## src/rtl/riscv_pipe_pkg.sv

```systemverilog
// riscv_pipe_pkg: shared pipeline types and constants for the RV32 core.
//   ALU_* : ALU operation codes passed through the ID/EX stage unchanged
//   id_ex_ctrl_t : control bundle registered in the ID/EX stage
package riscv_pipe_pkg;

    localparam int DATA_WIDTH    = 32;
    localparam int REG_ADDR_W    = 5;
    localparam int OPCODE_LENGTH = 4;

    localparam logic [OPCODE_LENGTH-1:0] ALU_AND = 4'b0000;
    localparam logic [OPCODE_LENGTH-1:0] ALU_OR  = 4'b0001;
    localparam logic [OPCODE_LENGTH-1:0] ALU_ADD = 4'b0010;
    localparam logic [OPCODE_LENGTH-1:0] ALU_EQ  = 4'b1000;

    typedef struct packed {
        logic                     reg_write;
        logic                     mem_read;
        logic                     mem_write;
        logic                     alu_src;
        logic [OPCODE_LENGTH-1:0] alu_op;
    } id_ex_ctrl_t;

endpackage

```

## src/rtl/id_ex_stage_fwd_mux.sv

```systemverilog
// fwd_mux: selects one operand value, preferring the MEM-stage writer, then
// the WB-stage writer, then the value read from the register file.
// Register x0 is never forwarded.
//   r            : source register index of the operand
//   v            : register-file value of the operand
//   mem_reg_write/mem_rd/mem_result : MEM-stage writer
//   wb_reg_write/wb_rd/wb_result    : WB-stage writer
//   y            : selected operand value
module fwd_mux #(
    parameter int DATA_WIDTH = 32,
    parameter int REG_ADDR_W = 5
) (
    input  logic [REG_ADDR_W-1:0] r,
    input  logic [DATA_WIDTH-1:0] v,
    input  logic                  mem_reg_write,
    input  logic [REG_ADDR_W-1:0] mem_rd,
    input  logic [DATA_WIDTH-1:0] mem_result,
    input  logic                  wb_reg_write,
    input  logic [REG_ADDR_W-1:0] wb_rd,
    input  logic [DATA_WIDTH-1:0] wb_result,
    output logic [DATA_WIDTH-1:0] y
);

    always_comb begin
        y = v;
        if (mem_reg_write && (mem_rd != '0) && (mem_rd == r))
            y = mem_result;
        else if (wb_reg_write && (wb_rd != '0) && (wb_rd == r))
            y = wb_result;
    end

endmodule

```

## src/rtl/id_ex_stage.sv

```systemverilog
// id_ex_stage: ID/EX pipeline register of the RV32 core. Captures one decoded
// instruction and drives the ALU operands/opcode plus EX/MEM control.
//   clk, rst_n (async, active-low)
//   dec_*      : decode-side instruction and valid/ready handshake
//   flush      : kills the EX contents (taken branch)
//   ex_ready   : back-pressure from the EX/MEM register
//   mem_*/wb_* : downstream register writers (forwarding / hazard detection)
//   SrcA/SrcB/Operation : ALU inputs; ex_* : EX-stage outputs
// Build option: ID_EX_FWD_EN defined -> operand forwarding from MEM/WB, only
// load-use stalls; undefined -> no forwarding, stall on any pending writer.
module id_ex_stage import riscv_pipe_pkg::*; #(
    parameter int DATA_WIDTH    = riscv_pipe_pkg::DATA_WIDTH,
    parameter int OPCODE_LENGTH = riscv_pipe_pkg::OPCODE_LENGTH,
    parameter int REG_ADDR_W    = riscv_pipe_pkg::REG_ADDR_W
) (
    input  logic                     clk,
    input  logic                     rst_n,
    input  logic                     dec_valid,
    output logic                     dec_ready,
    input  logic [DATA_WIDTH-1:0]    dec_rs1_data,
    input  logic [DATA_WIDTH-1:0]    dec_rs2_data,
    input  logic [DATA_WIDTH-1:0]    dec_imm,
    input  logic [REG_ADDR_W-1:0]    dec_rs1,
    input  logic [REG_ADDR_W-1:0]    dec_rs2,
    input  logic [REG_ADDR_W-1:0]    dec_rd,
    input  logic [OPCODE_LENGTH-1:0] dec_alu_op,
    input  logic                     dec_alu_src,
    input  logic                     dec_reg_write,
    input  logic                     dec_mem_read,
    input  logic                     dec_mem_write,
    input  logic                     flush,
    input  logic                     ex_ready,
    input  logic                     mem_reg_write,
    input  logic [REG_ADDR_W-1:0]    mem_rd,
    input  logic [DATA_WIDTH-1:0]    mem_result,
    input  logic                     wb_reg_write,
    input  logic [REG_ADDR_W-1:0]    wb_rd,
    input  logic [DATA_WIDTH-1:0]    wb_result,
    output logic [DATA_WIDTH-1:0]    SrcA,
    output logic [DATA_WIDTH-1:0]    SrcB,
    output logic [OPCODE_LENGTH-1:0] Operation,
    output logic                     ex_valid,
    output logic [REG_ADDR_W-1:0]    ex_rd,
    output logic                     ex_reg_write,
    output logic                     ex_mem_read,
    output logic                     ex_mem_write,
    output logic [DATA_WIDTH-1:0]    ex_store_data
);

    id_ex_ctrl_t           ex_ctrl;
    logic [DATA_WIDTH-1:0] ex_rs1_data;
    logic [DATA_WIDTH-1:0] ex_rs2_data;
    logic [DATA_WIDTH-1:0] ex_imm;
    logic [DATA_WIDTH-1:0] op_a;
    logic [DATA_WIDTH-1:0] op_b;
    logic                  advance;
    logic                  hazard_stall;

    assign advance   = !ex_valid || ex_ready;
    assign dec_ready = advance && !hazard_stall && rst_n;

    always_comb begin
        hazard_stall = 1'b0;
        // Load-use: the loaded value is not available yet, even with forwarding.
        if (ex_valid && ex_ctrl.mem_read && (ex_rd != '0) &&
            ((ex_rd == dec_rs1) || (ex_rd == dec_rs2)))
            hazard_stall = 1'b1;
`ifndef ID_EX_FWD_EN
        // Without forwarding every in-flight writer of a source register stalls.
        if ((dec_rs1 != '0) &&
            ((ex_valid && ex_ctrl.reg_write && (ex_rd == dec_rs1)) ||
             (mem_reg_write && (mem_rd == dec_rs1)) ||
             (wb_reg_write && (wb_rd == dec_rs1))))
            hazard_stall = 1'b1;
        if ((dec_rs2 != '0) &&
            ((ex_valid && ex_ctrl.reg_write && (ex_rd == dec_rs2)) ||
             (mem_reg_write && (mem_rd == dec_rs2)) ||
             (wb_reg_write && (wb_rd == dec_rs2))))
            hazard_stall = 1'b1;
`endif
    end

`ifdef ID_EX_FWD_EN
    logic [REG_ADDR_W-1:0] ex_rs1;
    logic [REG_ADDR_W-1:0] ex_rs2;

    always_ff @(posedge clk or negedge rst_n) begin
        if (!rst_n) begin
            ex_rs1 <= '0;
            ex_rs2 <= '0;
        end else if (!flush && dec_valid && dec_ready) begin
            ex_rs1 <= dec_rs1;
            ex_rs2 <= dec_rs2;
        end
    end

    fwd_mux #(.DATA_WIDTH(DATA_WIDTH), .REG_ADDR_W(REG_ADDR_W)) u_fwd_a (
        .r(ex_rs1), .v(ex_rs1_data),
        .mem_reg_write(mem_reg_write), .mem_rd(mem_rd), .mem_result(mem_result),
        .wb_reg_write(wb_reg_write), .wb_rd(wb_rd), .wb_result(wb_result),
        .y(op_a)
    );

    fwd_mux #(.DATA_WIDTH(DATA_WIDTH), .REG_ADDR_W(REG_ADDR_W)) u_fwd_b (
        .r(ex_rs2), .v(ex_rs2_data),
        .mem_reg_write(mem_reg_write), .mem_rd(mem_rd), .mem_result(mem_result),
        .wb_reg_write(wb_reg_write), .wb_rd(wb_rd), .wb_result(wb_result),
        .y(op_b)
    );
`else
    assign op_a = ex_rs1_data;
    assign op_b = ex_rs2_data;
`endif

    always_ff @(posedge clk or negedge rst_n) begin
        if (!rst_n) begin
            ex_valid    <= 1'b0;
            ex_ctrl     <= '0;
            ex_rd       <= '0;
            ex_rs1_data <= '0;
            ex_rs2_data <= '0;
            ex_imm      <= '0;
        end else if (flush) begin
            ex_valid <= 1'b0;
            ex_ctrl  <= '0;
        end else if (dec_valid && dec_ready) begin
            ex_valid          <= 1'b1;
            ex_ctrl.reg_write <= dec_reg_write;
            ex_ctrl.mem_read  <= dec_mem_read;
            ex_ctrl.mem_write <= dec_mem_write;
            ex_ctrl.alu_src   <= dec_alu_src;
            ex_ctrl.alu_op    <= dec_alu_op;
            ex_rd             <= dec_rd;
            ex_rs1_data       <= dec_rs1_data;
            ex_rs2_data       <= dec_rs2_data;
            ex_imm            <= dec_imm;
        end else if (advance) begin
            ex_valid <= 1'b0;
            ex_ctrl  <= '0;
        end
    end

    assign SrcA          = op_a;
    assign SrcB          = ex_ctrl.alu_src ? ex_imm : op_b;
    assign ex_store_data = op_b;
    assign Operation     = ex_ctrl.alu_op;
    assign ex_reg_write  = ex_ctrl.reg_write;
    assign ex_mem_read   = ex_ctrl.mem_read;
    assign ex_mem_write  = ex_ctrl.mem_write;

endmodule
```

## config.mk

```make
export PLATFORM = sky130hd
export DESIGN_NAME = id_ex_stage
export DESIGN_NICKNAME = d
export VERILOG_FILES = /design/src/rtl/riscv_pipe_pkg.sv /design/src/rtl/id_ex_stage_fwd_mux.sv /design/src/rtl/id_ex_stage.sv
export SDC_FILE = /design/constraint.sdc
export NUM_CORES = 1
export LEC_CHECK = 0
export BUFFER_PORTS_ARGS = -buffer_cell sky130_fd_sc_hd__buf_2
export CAP_MARGIN = 15
export CORE_MARGIN = 8
export CORE_UTILIZATION = 40
export CTS_CLUSTER_DIAMETER = 40
export CTS_CLUSTER_SIZE = 40
export DETAILED_ROUTE_END_ITERATION = 8
export MAX_ROUTING_LAYER = met4
export PLACE_DENSITY = 0.87
export SYNTH_ARGS = -nofsm -noshare
export SYNTH_HDL_FRONTEND = slang
export SYNTH_SLANG_ARGS = --single-unit
```

## constraint.sdc

```tcl
create_clock -name clk -period 1.98 [get_ports clk]
set_input_delay 0.099 -clock clk [delete_from_list [all_inputs] [get_ports clk]]
set_output_delay 0.099 -clock clk [all_outputs]
set_load 0.02 [all_outputs]
```

== Word level (Yosys, flattened, before mapping) ==
Cells that the tools add are included.
Widths: inputs -> output; s select.

* Flip-flop bits (word level): 110
* Latch bits: 0
* Bits in writable memories: 0
* ROM bits: 0
* Input bits: 200
* Word-level logic and storage cells: 55
* Memories: 0

* $add $sub $neg: 0
* Multipliers: 0
* Divide/modulo/power cells: 0
* $lt $le $gt $ge: 0
* Equal/unequal tests: 6
* Shift operators: 0
* Multiplexer cells: 10
* Bitwise operators: 1
* Reductions and logical operators: 28

{| class="wikitable"
|+ Operator list
! kind !! count
|-
| $mux 32 || 1
|-
| $eq 5x5->1 || 6
|-
| $mux 8 || 3
|-
| $logic_and 1x1->1 || 15
|-
| $reduce_bool 5->1 || 3
|-
| $logic_or 1x1->1 || 6
|-
| $mux 1 || 6
|-
| $reduce_bool 3->1 || 1
|-
| $logic_not 1->1 || 2
|-
| $reduce_and 2->1 || 1
|-
| $not 1->1 || 1
|}

== Longest topological paths before layout ==
Gate-level depths: netlist (run 1).

* Depth after elaboration: 13
* Depth in mapped cells: 8
* Gate-level depth less buffers: 6

== Worst setup path before layout (run 1) ==
OpenSTA, ideal clock, no wires.

* Path type: register -> register
* From: register ex_rd[1]
* To: register ex_rs1_data[0] (netlist: SrcA[0])
* Setup time: 125 ps
* Data arrival time: 2176 ps
* Required time: 1855 ps
* Slack: -321 ps
* Stages on the path, launching flop included: 9
* Period minus slack after synthesis: 2301 ps
* Path through: dfrtp_1 -> or4_1 -> o21ai_1 -> a21boi_2 -> a2bb2oi_2 -> nand3_1 -> buf_6 -> buf_6 -> mux2_4

* Word-level cells in the longest chain between the ends: 12
* Elaborated cells between the ends (all ways): 22
* Those cells by class: eq/ne (2); mux (3); reduce/logical (17)

{| class="wikitable"
|+ RTL lines
! item !! RTL line !! source
|-
| from (decl) || id_ex_stage.sv:43 || <nowiki>output logic [REG_ADDR_W-1:0] ex_rd,</nowiki>
|-
| from (signal assigned) || id_ex_stage.sv:133 || <nowiki>ex_rd <= dec_rd;</nowiki>
|-
| $eq 5x5->1 || id_ex_stage.sv:66, id_ex_stage.sv:71 ||
|-
| $logic_and 1x1->1 || id_ex_stage.sv:71 || <nowiki>((ex_valid && ex_ctrl.reg_write && (ex_rd == dec_rs1)) ||</nowiki>
|-
| $logic_or 1x1->1 || id_ex_stage.sv:71 ||
|-
| $logic_or 1x1->1 || id_ex_stage.sv:72 || <nowiki>(mem_reg_write && (mem_rd == dec_rs1)) ||</nowiki>
|-
| $logic_and 1x1->1 || id_ex_stage.sv:70 || <nowiki>if ((dec_rs1 != '0) &&</nowiki>
|-
| $mux 1 || id_ex_stage.sv:70 ||
|-
| $mux 1 * || id_ex_stage.sv:75 || <nowiki>if ((dec_rs2 != '0) &&</nowiki>
|-
| $logic_not 1->1 * || id_ex_stage.sv:60 || <nowiki>assign dec_ready = advance && !hazard_stall && rst_n;</nowiki>
|-
| $logic_and 1x1->1 * (2 in series) || id_ex_stage.sv:60 ||
|-
| $logic_and 1x1->1 * || id_ex_stage.sv:126 || <nowiki>end else if (dec_valid && dec_ready) begin</nowiki>
|-
| $reduce_and 2->1 (no source line) * || -- ||
|-
| to (signal assigned) || id_ex_stage.sv:134 || <nowiki>ex_rs1_data <= dec_rs1_data;</nowiki>
|-
| to (decl) || id_ex_stage.sv:51 || <nowiki>logic [DATA_WIDTH-1:0] ex_rs1_data;</nowiki>
|}

Every way passes the cells marked *; elsewhere a longest branch is shown, timed or not.
A chain may end at the register's enable or synchronous reset.

== Final worst setup path (run 1) ==
* From: register ex_rd[1]
* To: register ex_rs2_data[19] (netlist: ex_store_data[19])

* Word-level cells in the longest chain between the ends: 12
* Elaborated cells between the ends (all ways): 22
* Those cells by class: eq/ne (2); mux (3); reduce/logical (17)

{| class="wikitable"
|+ RTL lines
! item !! RTL line !! source
|-
| $eq 5x5->1 || id_ex_stage.sv:66, id_ex_stage.sv:71 ||
|-
| $logic_and 1x1->1 || id_ex_stage.sv:71 ||
|-
| $logic_or 1x1->1 || id_ex_stage.sv:71 ||
|-
| $logic_or 1x1->1 || id_ex_stage.sv:72 ||
|-
| $logic_and 1x1->1 || id_ex_stage.sv:70 ||
|-
| $mux 1 || id_ex_stage.sv:70 ||
|-
| $mux 1 * || id_ex_stage.sv:75 ||
|-
| $logic_not 1->1 * || id_ex_stage.sv:60 ||
|-
| $logic_and 1x1->1 * (2 in series) || id_ex_stage.sv:60 ||
|-
| $logic_and 1x1->1 * || id_ex_stage.sv:126 ||
|-
| $reduce_and 2->1 (no source line) * || -- ||
|-
| to (signal assigned) || id_ex_stage.sv:135 || <nowiki>ex_rs2_data <= dec_rs2_data;</nowiki>
|-
| to (decl) || id_ex_stage.sv:52 || <nowiki>logic [DATA_WIDTH-1:0] ex_rs2_data;</nowiki>
|}

Marked as above.

==> results of run 1 <==
==> synth_stat cells, types with 2 or more instances <==
cell type and n:
xor2_1 10, xnor2_1 20, nor3_1 3, or4_1 2
a21oi_1 2, inv_1 8, nor4_1 3, mux2_2 32
buf_4 4, buf_6 11, nand3_1 2, clkbuf_1 5
mux2_4 100, dfrtp_1 110, nand4_1 4, nand2_1 15
nor2_1 3, nand2b_1 2, o21ai_1 10
==> power groups by stage <==
stage               sequential [mW]  clock, mW  combinational [mW]
CTS                            3.09       1.80                2.88
global route                   3.17       1.90                3.08
floorplan                      3.49          0                1.31
finish                         3.11       1.75                2.92
global placement               3.09          0                2.64
detailed placement             3.11          0                2.72
==> cell families (layout without fill, tap and decap cells) <==
group,after synthesis,in the layout
muxes,133,133
DFF,110,110
and+or+nand+nor,35,35
xor gates and xnor gates,30,30
buffers and inverters,28,399
AOI/OAI and AO/OA,16,16
other,0,2
==> sequential cells by signal (all words and copies together) (netlist names), 4 cells and up <==
register / flops
ex_imm: 32
ex_store_data: 32
SrcA: 32
Operation: 4
ex_rd: 5
==> repair_timing <==
item | in CTS | in global routing
pin swaps | 0 | 1
gates cloned | 0 | 3
setup endpoints to repair | 110 | 110
hold buffers | 107 | 1
gates resized for setup | 1 | 10
setup buffers | 0 | 1
endpoints found under the hold margin | 216 | 1
==> metal layers <==
metal  up-vias  part of all wire, %
li1       1955                    -
met2       177                   53
met5         -                    0
met4         0                  2.8
met3        35                  5.3
met1      2068                   39
==> final cells by class <==
class                           count  area share, %
Multi-Input combinational cell    214           29.3
Sequential cell                   110           33.0
Tap cell                          176           2.64
Clock buffer                       12           2.95
Inverter                            8          0.359
Antenna cell                        2         0.0599
Timing Repair Buffer              377           31.3
Clock inverter                      2          0.419
==> worst paths after layout <==
check                                               from                             to  depth (start not counted)
worst max-delay path                ex_rd[1]$_DFFE_PN0P_  ex_store_data[19]$_DFFE_PN0P_                          8
max in group asynchronous                          rst_n           ex_rd[1]$_DFFE_PN0P_                          3
worst min register to register  Operation[1]$_DFFE_PN0P_       Operation[1]$_DFFE_PN0P_                          2
worst max register to register      ex_rd[1]$_DFFE_PN0P_  ex_store_data[19]$_DFFE_PN0P_                          8
min in group asynchronous                          rst_n         ex_imm[31]$_DFFE_PN0P_                          3
worst min-delay path                    dec_rs1_data[24]           SrcA[24]$_DFFE_PN0P_                          2
==> worst reg2reg max path, cell delays in order (launching register included) <==
cell and delay, ps:
dfrtp_2 400, or4_4 540, o21ai_2 160, a21boi_2 190, a2bb2oi_2 210, nand3_4 90
buf_12 160, buf_12 190, mux2_4 340
==> through the flow <==
step / TNS, ps / instances / power (mW) / worst slack [ps] / cell area (sq um)
2_1_floorplan: -29030 / 352 / 4.80 / -290 / 5370
3_3_place_gp: -30290 / 773 / 5.73 / -320 / 6850
3_5_place_dp: -35220 / 773 / 5.82 / -368 / 6850
4_1_cts: -35300 / 894 / 7.77 / -369 / 8210
5_1_grt: -47540 / 901 / 8.14 / -480 / 8360
6_report: -40160 / 901 / 7.78 / -418 / 8360
==> metrics, run 1 <==
Mapped Nets=552; Worst Path Required=2200 ps; post-synthesis mux area share=35.0%; CP Buf/Inv Count=2; critical path type=reg2reg; cells along the critical path=or4_4 > o21ai_2 > a21boi_2 > a2bb2oi_2 > nand3_4 > buf_12 > buf_12 > mux2_4; ys async rst share=100%; area of the multi-input gates=0.00245 sq mm; relative slew slack=56.8%; final wirelength=16800 um; # nets final=920; Max-Cap Viols=0; post-DP HPWL=11200 um; Die H=132 um; Filler cells=955; Distinct cells, synth=25; H-tree depth=3; RSZ-0062 raised after global routing=yes; Final Util=63.4%; post-synthesis adder-cell area fraction=0%; final period utilization=121%; Area contributors post-synth=dfrtp_1, mux2_4, mux2_2; most frequent cells in the layout=buf_2, dfrtp_1, dlygate4sd3_1, mux2_4, mux2_2; met2 Use GR=33.5%; IO Pins=310; TritonCTS clock tree=done; met3 usage=4.76%; Post-Synthesis Cell Area=0.00536 sq mm; area leader, netlist=dfrtp_1; IO Port Bufs=245; drt first pass iters=4; Tmin final=2400 ps; Hold Crit Class=in2reg; Gate power share=37.5%; slew at the pin closest to its max-slew limit=646 ps; M1 GR Usage=20.6%; vias in the first global route=4952; most frequent CP cell=buf_12; Reg clk slew, reported paths=70 ps; Synth Instances=352; Fin. Hold Viols=0; Simple-Gate Fraction of Synth Area=3.18%; sw frac=32.3%; Syn. warnings=0; total die area=0.0174 sq mm; Fin Clk Skew=7.68 ps; post-synthesis sequential area ratio=51.4%; critical path arrival=2620 ps; Worst setup EP type=flip-flop; Highest Clock Rate=417 MHz; outcome=complete, but fails checks; post-synthesis xor/xnor area fraction=4.90%; CTS Buf Count=9; core box area=0.0132 sq mm; clock share of power=22.5%; global-route wire length before repair=26200 um; Remaining DRCs=0; Int Pwr=5.27 mW; slowest stage delay, CP=540 ps; largest net degree at the start of global routing=111; Routed Antenna Nets=0; Synth Flop Type=dfrtp_1; Layout area overhead=55.9%; Setup WS post-layout=-418 ps; maximum buffer depth of the clock tree=2; compound-gate portion of the synthesized area=1.82%; GRT overflow=0; CP top delay family=simple AND/OR/NAND/NOR gates; DR WL/cell=18.7 um; row cnt=42; Hold Slack=18.8 ps; Power Density=931 mW/mm^2; #FFs+latches synth=110; vias=4235; R2R Setup Slk=-420 ps; Clock Tree Root=clkbuf_16; layout cells sized above 1=58.9%; Initial Util=40.6%; syn avg cell area=15.2 sq um; routed vias/inst=4.70; CP max FO=30; die width=132 um; antenna violations before repair=2; Synth top area share=51.4%; slowest CP cell=or4_4; Setup crit start kind=flip-flop; register area=0.00276 sq mm; EDFF count, synth=0; gr usage total=19.4%; failing checks=negative setup slack; cell leakage power=4.35 nW; commonest non-fill, non-tap cell in the layout=buf_2; share of power burned in registers=40.0%; busiest grt layer=met2; final setup violation count=110; Skew-Pair Late Insertion Delay=340 ps; gpl congestion=0.938; largest family of logic cells by synthesized area=multiplexers; switching power=2.51 mW; Max IR drop VDD=585 uV; Slew Viols, Final=0; drt initial violations=156; Clock Sinks=110
Note: power is estimated with default switching activity, not from simulation.
==> run 2, diff against run 1 <==
--- a/config.mk
+++ b/config.mk
@@ -8,12 +8,12 @@
 export BUFFER_PORTS_ARGS = -buffer_cell sky130_fd_sc_hd__buf_2
 export CAP_MARGIN = 15
 export CORE_MARGIN = 8
-export CORE_UTILIZATION = 40
+export CORE_UTILIZATION = 44
 export CTS_CLUSTER_DIAMETER = 40
 export CTS_CLUSTER_SIZE = 40
 export DETAILED_ROUTE_END_ITERATION = 8
 export MAX_ROUTING_LAYER = met4
-export PLACE_DENSITY = 0.87
+export PLACE_DENSITY = 0.9
 export SYNTH_ARGS = -nofsm -noshare
 export SYNTH_HDL_FRONTEND = slang
 export SYNTH_SLANG_ARGS = --single-unit
==> constraint.sdc (replaced) <==
create_clock -name clk -period 2.65 [get_ports clk]
set_input_delay 0.1325 -clock clk [delete_from_list [all_inputs] [get_ports clk]]
set_output_delay 0.1325 -clock clk [all_outputs]
set_load 0.02 [all_outputs]
==> run 2 against run 1 <==
The flow now finishes without violations. Sequential cell count stayed put. Hold slack worse by 4.1 ps. First-iteration DRC count is 16% lower. Design area is 13% lower. Core utilization is 2.2 points lower. Power is 27% lower. Sequential power is 25% lower. Wire length is 11% lower. Clock power is 21% lower. Critical endpoint is now ex_store_data[27]$_DFFE_PN0P_. Largest power group unchanged.
==> metrics, run 2 (same netlist as run 1, synthesis figures left out) <==
Power Density=780 mW/mm^2; sw frac=33.0%; Setup WS post-layout=189 ps; RSZ-0062 raised after global routing=no; cell leakage power=3.90 nW; Int Pwr=3.82 mW; final wirelength=15000 um; Final TNS setup=0 ps; share of power burned in registers=40.7%; Skew-Pair Late Insertion Delay=350 ps; Worst setup EP type=flip-flop; die width=126 um; GRT overflow=0; Max-Cap Viols=0; IO Pins=310; layout cells sized above 1=63.8%; Fin. Hold Viols=0; Worst Path Required=2890 ps; core box area=0.0120 sq mm; slowest stage delay, CP=490 ps; switching power=1.88 mW; drt first pass iters=4; placed cell count=732; post-DP HPWL=10800 um; relative slew slack=40.6%; DP Area=0.00670 sq mm; commonest non-fill, non-tap cell in the layout=buf_2; Tmin final=2460 ps; Clock Sinks=110; critical path type=reg2reg; CP top delay family=simple AND/OR/NAND/NOR gates; critical path arrival=2700 ps; Layout area overhead=36.4%; CP max FO=69; Setup WS pre-CTS=224 ps; Hold Crit Class=in2reg; Final Util=61.1%; total die area=0.0160 sq mm; Clock Tree Root=clkbuf_16; Fin Clk Skew=11.2 ps; maximum buffer depth of the clock tree=2; DR WL/cell=19.2 um; # nets final=827; Setup crit start kind=flip-flop; Die H=126 um; final non-filler cell total=780; CP Buf/Inv Count=1; Max IR drop VDD=478 uV; Highest Clock Rate=406 MHz; vias in the first global route=4513; antenna violations before repair=1; TritonCTS clock tree=done; final setup violation count=0; drt initial violations=131; Slew Viols, Final=0; outcome=finished, final reports clean; cells along the critical path=or4_1 > o21ai_1 > a21boi_2 > a2bb2oi_2 > nand3_4 > buf_12 > mux2_1; Power Total=5.70 mW; final period utilization=92.9%; Routed Antenna Nets=0; H-tree depth=3; row cnt=40; CTS Buf Count=9; vias=3881; Initial Util=44.8%; Remaining DRCs=0; slowest CP cell=or4_1; gr usage total=19.2%; clock share of power=24.1%; slew at the pin closest to its max-slew limit=891 ps; global-route wire length before repair=23600 um; Filler cells=900; largest net degree at the start of global routing=72; Reg clk slew, reported paths=70 ps; final instance area=0.00731 sq mm; routed vias/inst=4.98; Gate power share=35.1%; Hold Slack=14.7 ps; most frequent cells in the layout=buf_2, dfrtp_1, mux2_4, mux2_2, dlygate4sd3_1; IO Port Bufs=245; gpl congestion=0.898
==> run 2: cell types whose count changed in the layout (fill, tap and decap cells not counted), moves of 2 or more <==
cell / before / now
clkbuf_16: 12 / 9
buf_4: 17 / 7
o21ai_1: 4 / 10
dfrtp_2: 2 / 0
o21ai_2: 6 / 0
dfrtp_1: 108 / 110
buf_12: 4 / 2
dlygate4sd3_1: 108 / 31
==> run 2: area by class of cell <==
type | instances | area [sq um] | share of cell area, %
Sequential cell | 110 | 2750 | 37.7
Inverter | 8 | 30.0 | 0.411
Multi-Input combinational cell | 214 | 2420 | 33.1
Tap cell | 147 | 184 | 2.52
Clock buffer | 11 | 243 | 3.32
Antenna cell | 1 | 2.50 | 0.0342
Clock inverter | 5 | 57.6 | 0.787
Timing Repair Buffer | 284 | 1620 | 22.2
==> run 2: worst paths after layout <==
path	endpoint	depth (start not counted)	slack (ps)	from
worst max-delay path	ex_store_data[27]$_DFFE_PN0P_	7	190	ex_rd[3]$_DFFE_PN0P_
worst min-delay path	ex_store_data[26]$_DFFE_PN0P_	2	10	dec_rs2_data[26]
worst max register to register	ex_store_data[27]$_DFFE_PN0P_	7	190	ex_rd[3]$_DFFE_PN0P_
worst min register to register	Operation[1]$_DFFE_PN0P_	2	490	Operation[1]$_DFFE_PN0P_
max in group asynchronous	ex_imm[1]$_DFFE_PN0P_	3	1470	rst_n
min in group asynchronous	SrcA[24]$_DFFE_PN0P_	3	440	rst_n
==> run 2: power groups by stage <==
| stage | clock network (mW) | registers, mW | logic (mW) |
|---|---|---|---|
| after detailed placement | 0 | 2.34 | 1.97 |
| after global routing | 1.50 | 2.37 | 2.12 |
| after global placement | 0 | 2.30 | 1.93 |
| after CTS | 1.41 | 2.32 | 2.01 |
| final | 1.38 | 2.32 | 2.00 |
| after floorplan | 0 | 2.60 | 0.976 |
==> run 2: what timing repair did <==
item,4_1_cts,5_1_grt
hold endpoints to repair,66,3
gates resized for setup,0,0
hold buffers,28,3
setup buffers,0,0
==> run 2: metal layers <==
metal | GRT usage [%] | share of wire, %
met1 | 21.3 | 40
met2 | 32.5 | 52
met3 | 5.28 | 5.6
met4 | 7.43 | 2.5
met5 | - | 0
==> run 3, diff against run 2 <==
--- a/config.mk
+++ b/config.mk
@@ -8,12 +8,12 @@
 export BUFFER_PORTS_ARGS = -buffer_cell sky130_fd_sc_hd__buf_2
 export CAP_MARGIN = 15
 export CORE_MARGIN = 8
-export CORE_UTILIZATION = 44
+export CORE_UTILIZATION = 46
 export CTS_CLUSTER_DIAMETER = 40
 export CTS_CLUSTER_SIZE = 40
 export DETAILED_ROUTE_END_ITERATION = 8
 export MAX_ROUTING_LAYER = met4
-export PLACE_DENSITY = 0.9
+export PLACE_DENSITY = 0.93
 export SYNTH_ARGS = -nofsm -noshare
 export SYNTH_HDL_FRONTEND = slang
 export SYNTH_SLANG_ARGS = --single-unit
==> constraint.sdc (replaced) <==
create_clock -name clk -period 3.1 [get_ports clk]
set_input_delay 0.155 -clock clk [delete_from_list [all_inputs] [get_ports clk]]
set_output_delay 0.155 -clock clk [all_outputs]
set_load 0.02 [all_outputs]
==> run 3 against run 2 <==
Non-clock buffer count fell by 32. Highest routed layer unchanged. Critical path type unchanged. Largest cell class unchanged. Worst setup slack better by 290 ps. Sequential share of layout area rose by 1.8 points. Fmax decreased by 5.9%. First-iteration DRC count is 18% higher. Combinational power shrank 17%. Hold slack gained 20 ps.
==> metrics, run 3 (same netlist as run 1, synthesis figures left out) <==
ANT cells=0; sw frac=32.4%; final setup violation count=0; critical path arrival=2840 ps; vias in the first global route=4199; Clock Tree Root=clkbuf_16; die width=124 um; most frequent cells in the layout=buf_2, dfrtp_1, mux2_4, mux2_2, xnor2_1; drt first pass iters=4; Clock Sinks=110; final wirelength=14300 um; relative slew slack=48.5%; critical path type=reg2reg; hold wc startpoint=dec_rs2_data[27]; gr usage total=19.0%; Fin Clk Skew=7.95 ps; Layout area overhead=30.2%; post-DP HPWL=11200 um; Die H=124 um; Remaining DRCs=0; RSZ-0062 raised after global routing=no; Reg clk slew, reported paths=60 ps; Crit Reg-Reg Startpoint=ex_rd[1]$_DFFE_PN0P_; commonest non-fill, non-tap cell in the layout=buf_2; slew at the pin closest to its max-slew limit=772 ps; CP Buf/Inv Count=1; global-route wire length before repair=22000 um; Slew Viols, Final=0; met2 Use GR=32.3%; Highest Clock Rate=382 MHz; CTS Buf Count=9; CP top delay family=simple AND/OR/NAND/NOR gates; row cnt=39; # nets final=795; cell leakage power=3.76 nW; CP Launch Point=ex_rd[1]$_DFFE_PN0P_; layout cells sized above 1=66.7%; Setup crit start kind=flip-flop; DR WL/cell=19.3 um; Initial Util=46.9%; Final TNS setup=0 ps; clock share of power=24.3%; Fin. Hold Viols=0; Max IR drop VDD=437 uV; vias=3664; switching power=1.56 mW; Setup WS post-layout=483 ps; largest net degree at the start of global routing=69; Hold Crit Class=in2reg; Worst Path Required=3320 ps; H-tree depth=3; maximum buffer depth of the clock tree=2; TritonCTS clock tree=done; Routed Antenna Nets=0; Power Density=689 mW/mm^2; Gate power share=34.5%; hold_buf cts=2; final period utilization=84.4%; routed vias/inst=4.93; slowest CP cell=or4_1; post-CTS sizing=0; outcome=finished, final reports clean; core box area=0.0114 sq mm; share of power burned in registers=41.3%; drt initial violations=155; GRT overflow=0; Max-Cap Viols=0; CP max FO=42; Setup WS pre-CTS=484 ps; Tmin final=2620 ps; IO Pins=310; total die area=0.0154 sq mm; slowest stage delay, CP=560 ps; Int Pwr=3.25 mW; cells along the critical path=or4_1 > o21ai_1 > a21boi_2 > a2bb2oi_2 > nand3_4 > buf_4 > mux2_4; Hold Slack=35.0 ps; IO Port Bufs=245; busiest grt layer=met2; Skew-Pair Late Insertion Delay=340 ps; R2R Setup Slk=480 ps; met3 usage=3.22%; M1 GR Usage=21.9%; gpl congestion=0.876; Post-CTS Setup Repair Bufs=0; antenna violations before repair=0; Worst setup EP type=flip-flop
[run 3: cell count changes in the layout (fill, tap and decap cells not counted), sizes merged]
cell / previous run / this run
diode: 1 / 0
clkbuf: 11 / 12
dlygate4sd3: 31 / 2
buf: 253 / 250
inv: 9 / 8
[run 3: worst register-to-register path: stages, from the launching register on]
cell	delay (ps)
dfrtp_1	460
or4_1	560
o21ai_1	180
a21boi_2	190
a2bb2oi_2	200
nand3_4	100
buf_4	360
mux2_4	440
[run 3: per-layer routing]
metal / vias up / routed length [um] / part of all wire [%]
met1: 1799 / 5730 / 40
li1: 1703 / - / -
met5: - / 0 / 0
met4: 0 / 285 / 2.0
met3: 19 / 944 / 6.6
met2: 143 / 7360 / 51
[run 3: power groups by stage]
stage / Combinational [mW] / Clock, mW / Sequential (mW)
2_1_floorplan: 0.835 / 0 / 2.23
3_3_place_gp: 1.63 / 0 / 1.97
3_5_place_dp: 1.68 / 0 / 2.00
4_1_cts: 1.68 / 1.19 / 1.99
5_1_grt: 1.76 / 1.25 / 2.03
6_report: 1.66 / 1.17 / 1.99
[run 3: path summary, 6_finish.rpt]
path,cells after the start,endpoint
max in group asynchronous,4,ex_imm[0]$_DFFE_PN0P_
min reg2reg,2,Operation[1]$_DFFE_PN0P_
min in group asynchronous,3,Operation[0]$_DFFE_PN0P_
max reg2reg,7,ex_imm[16]$_DFFE_PN0P_
max,7,ex_imm[16]$_DFFE_PN0P_
min,2,ex_store_data[27]$_DFFE_PN0P_
[run 3: final cells by class]
class / count / area [sq um]
Fill cell: 886 / 4440
Sequential cell: 110 / 2750
Multi-Input combinational cell: 214 / 2420
Timing Repair Buffer: 252 / 1300
Clock buffer: 12 / 256
Tap cell: 143 / 179
Clock inverter: 4 / 45.0
Inverter: 8 / 30.0
[run 3: metrics by stage]
| stage | util (%) | instance area, sq um | cells | total power, mW |
|---|---|---|---|---|
| final | 61.1 | 6980 | 743 | 4.81 |
| after global routing | 61.1 | 6980 | 743 | 5.04 |
| after CTS | 61.1 | 6980 | 743 | 4.86 |
| after detailed placement | 58.3 | 6660 | 725 | 3.68 |
| after global placement | 58.3 | 6660 | 725 | 3.61 |
| after floorplan | - | 5360 | 352 | 3.06 |
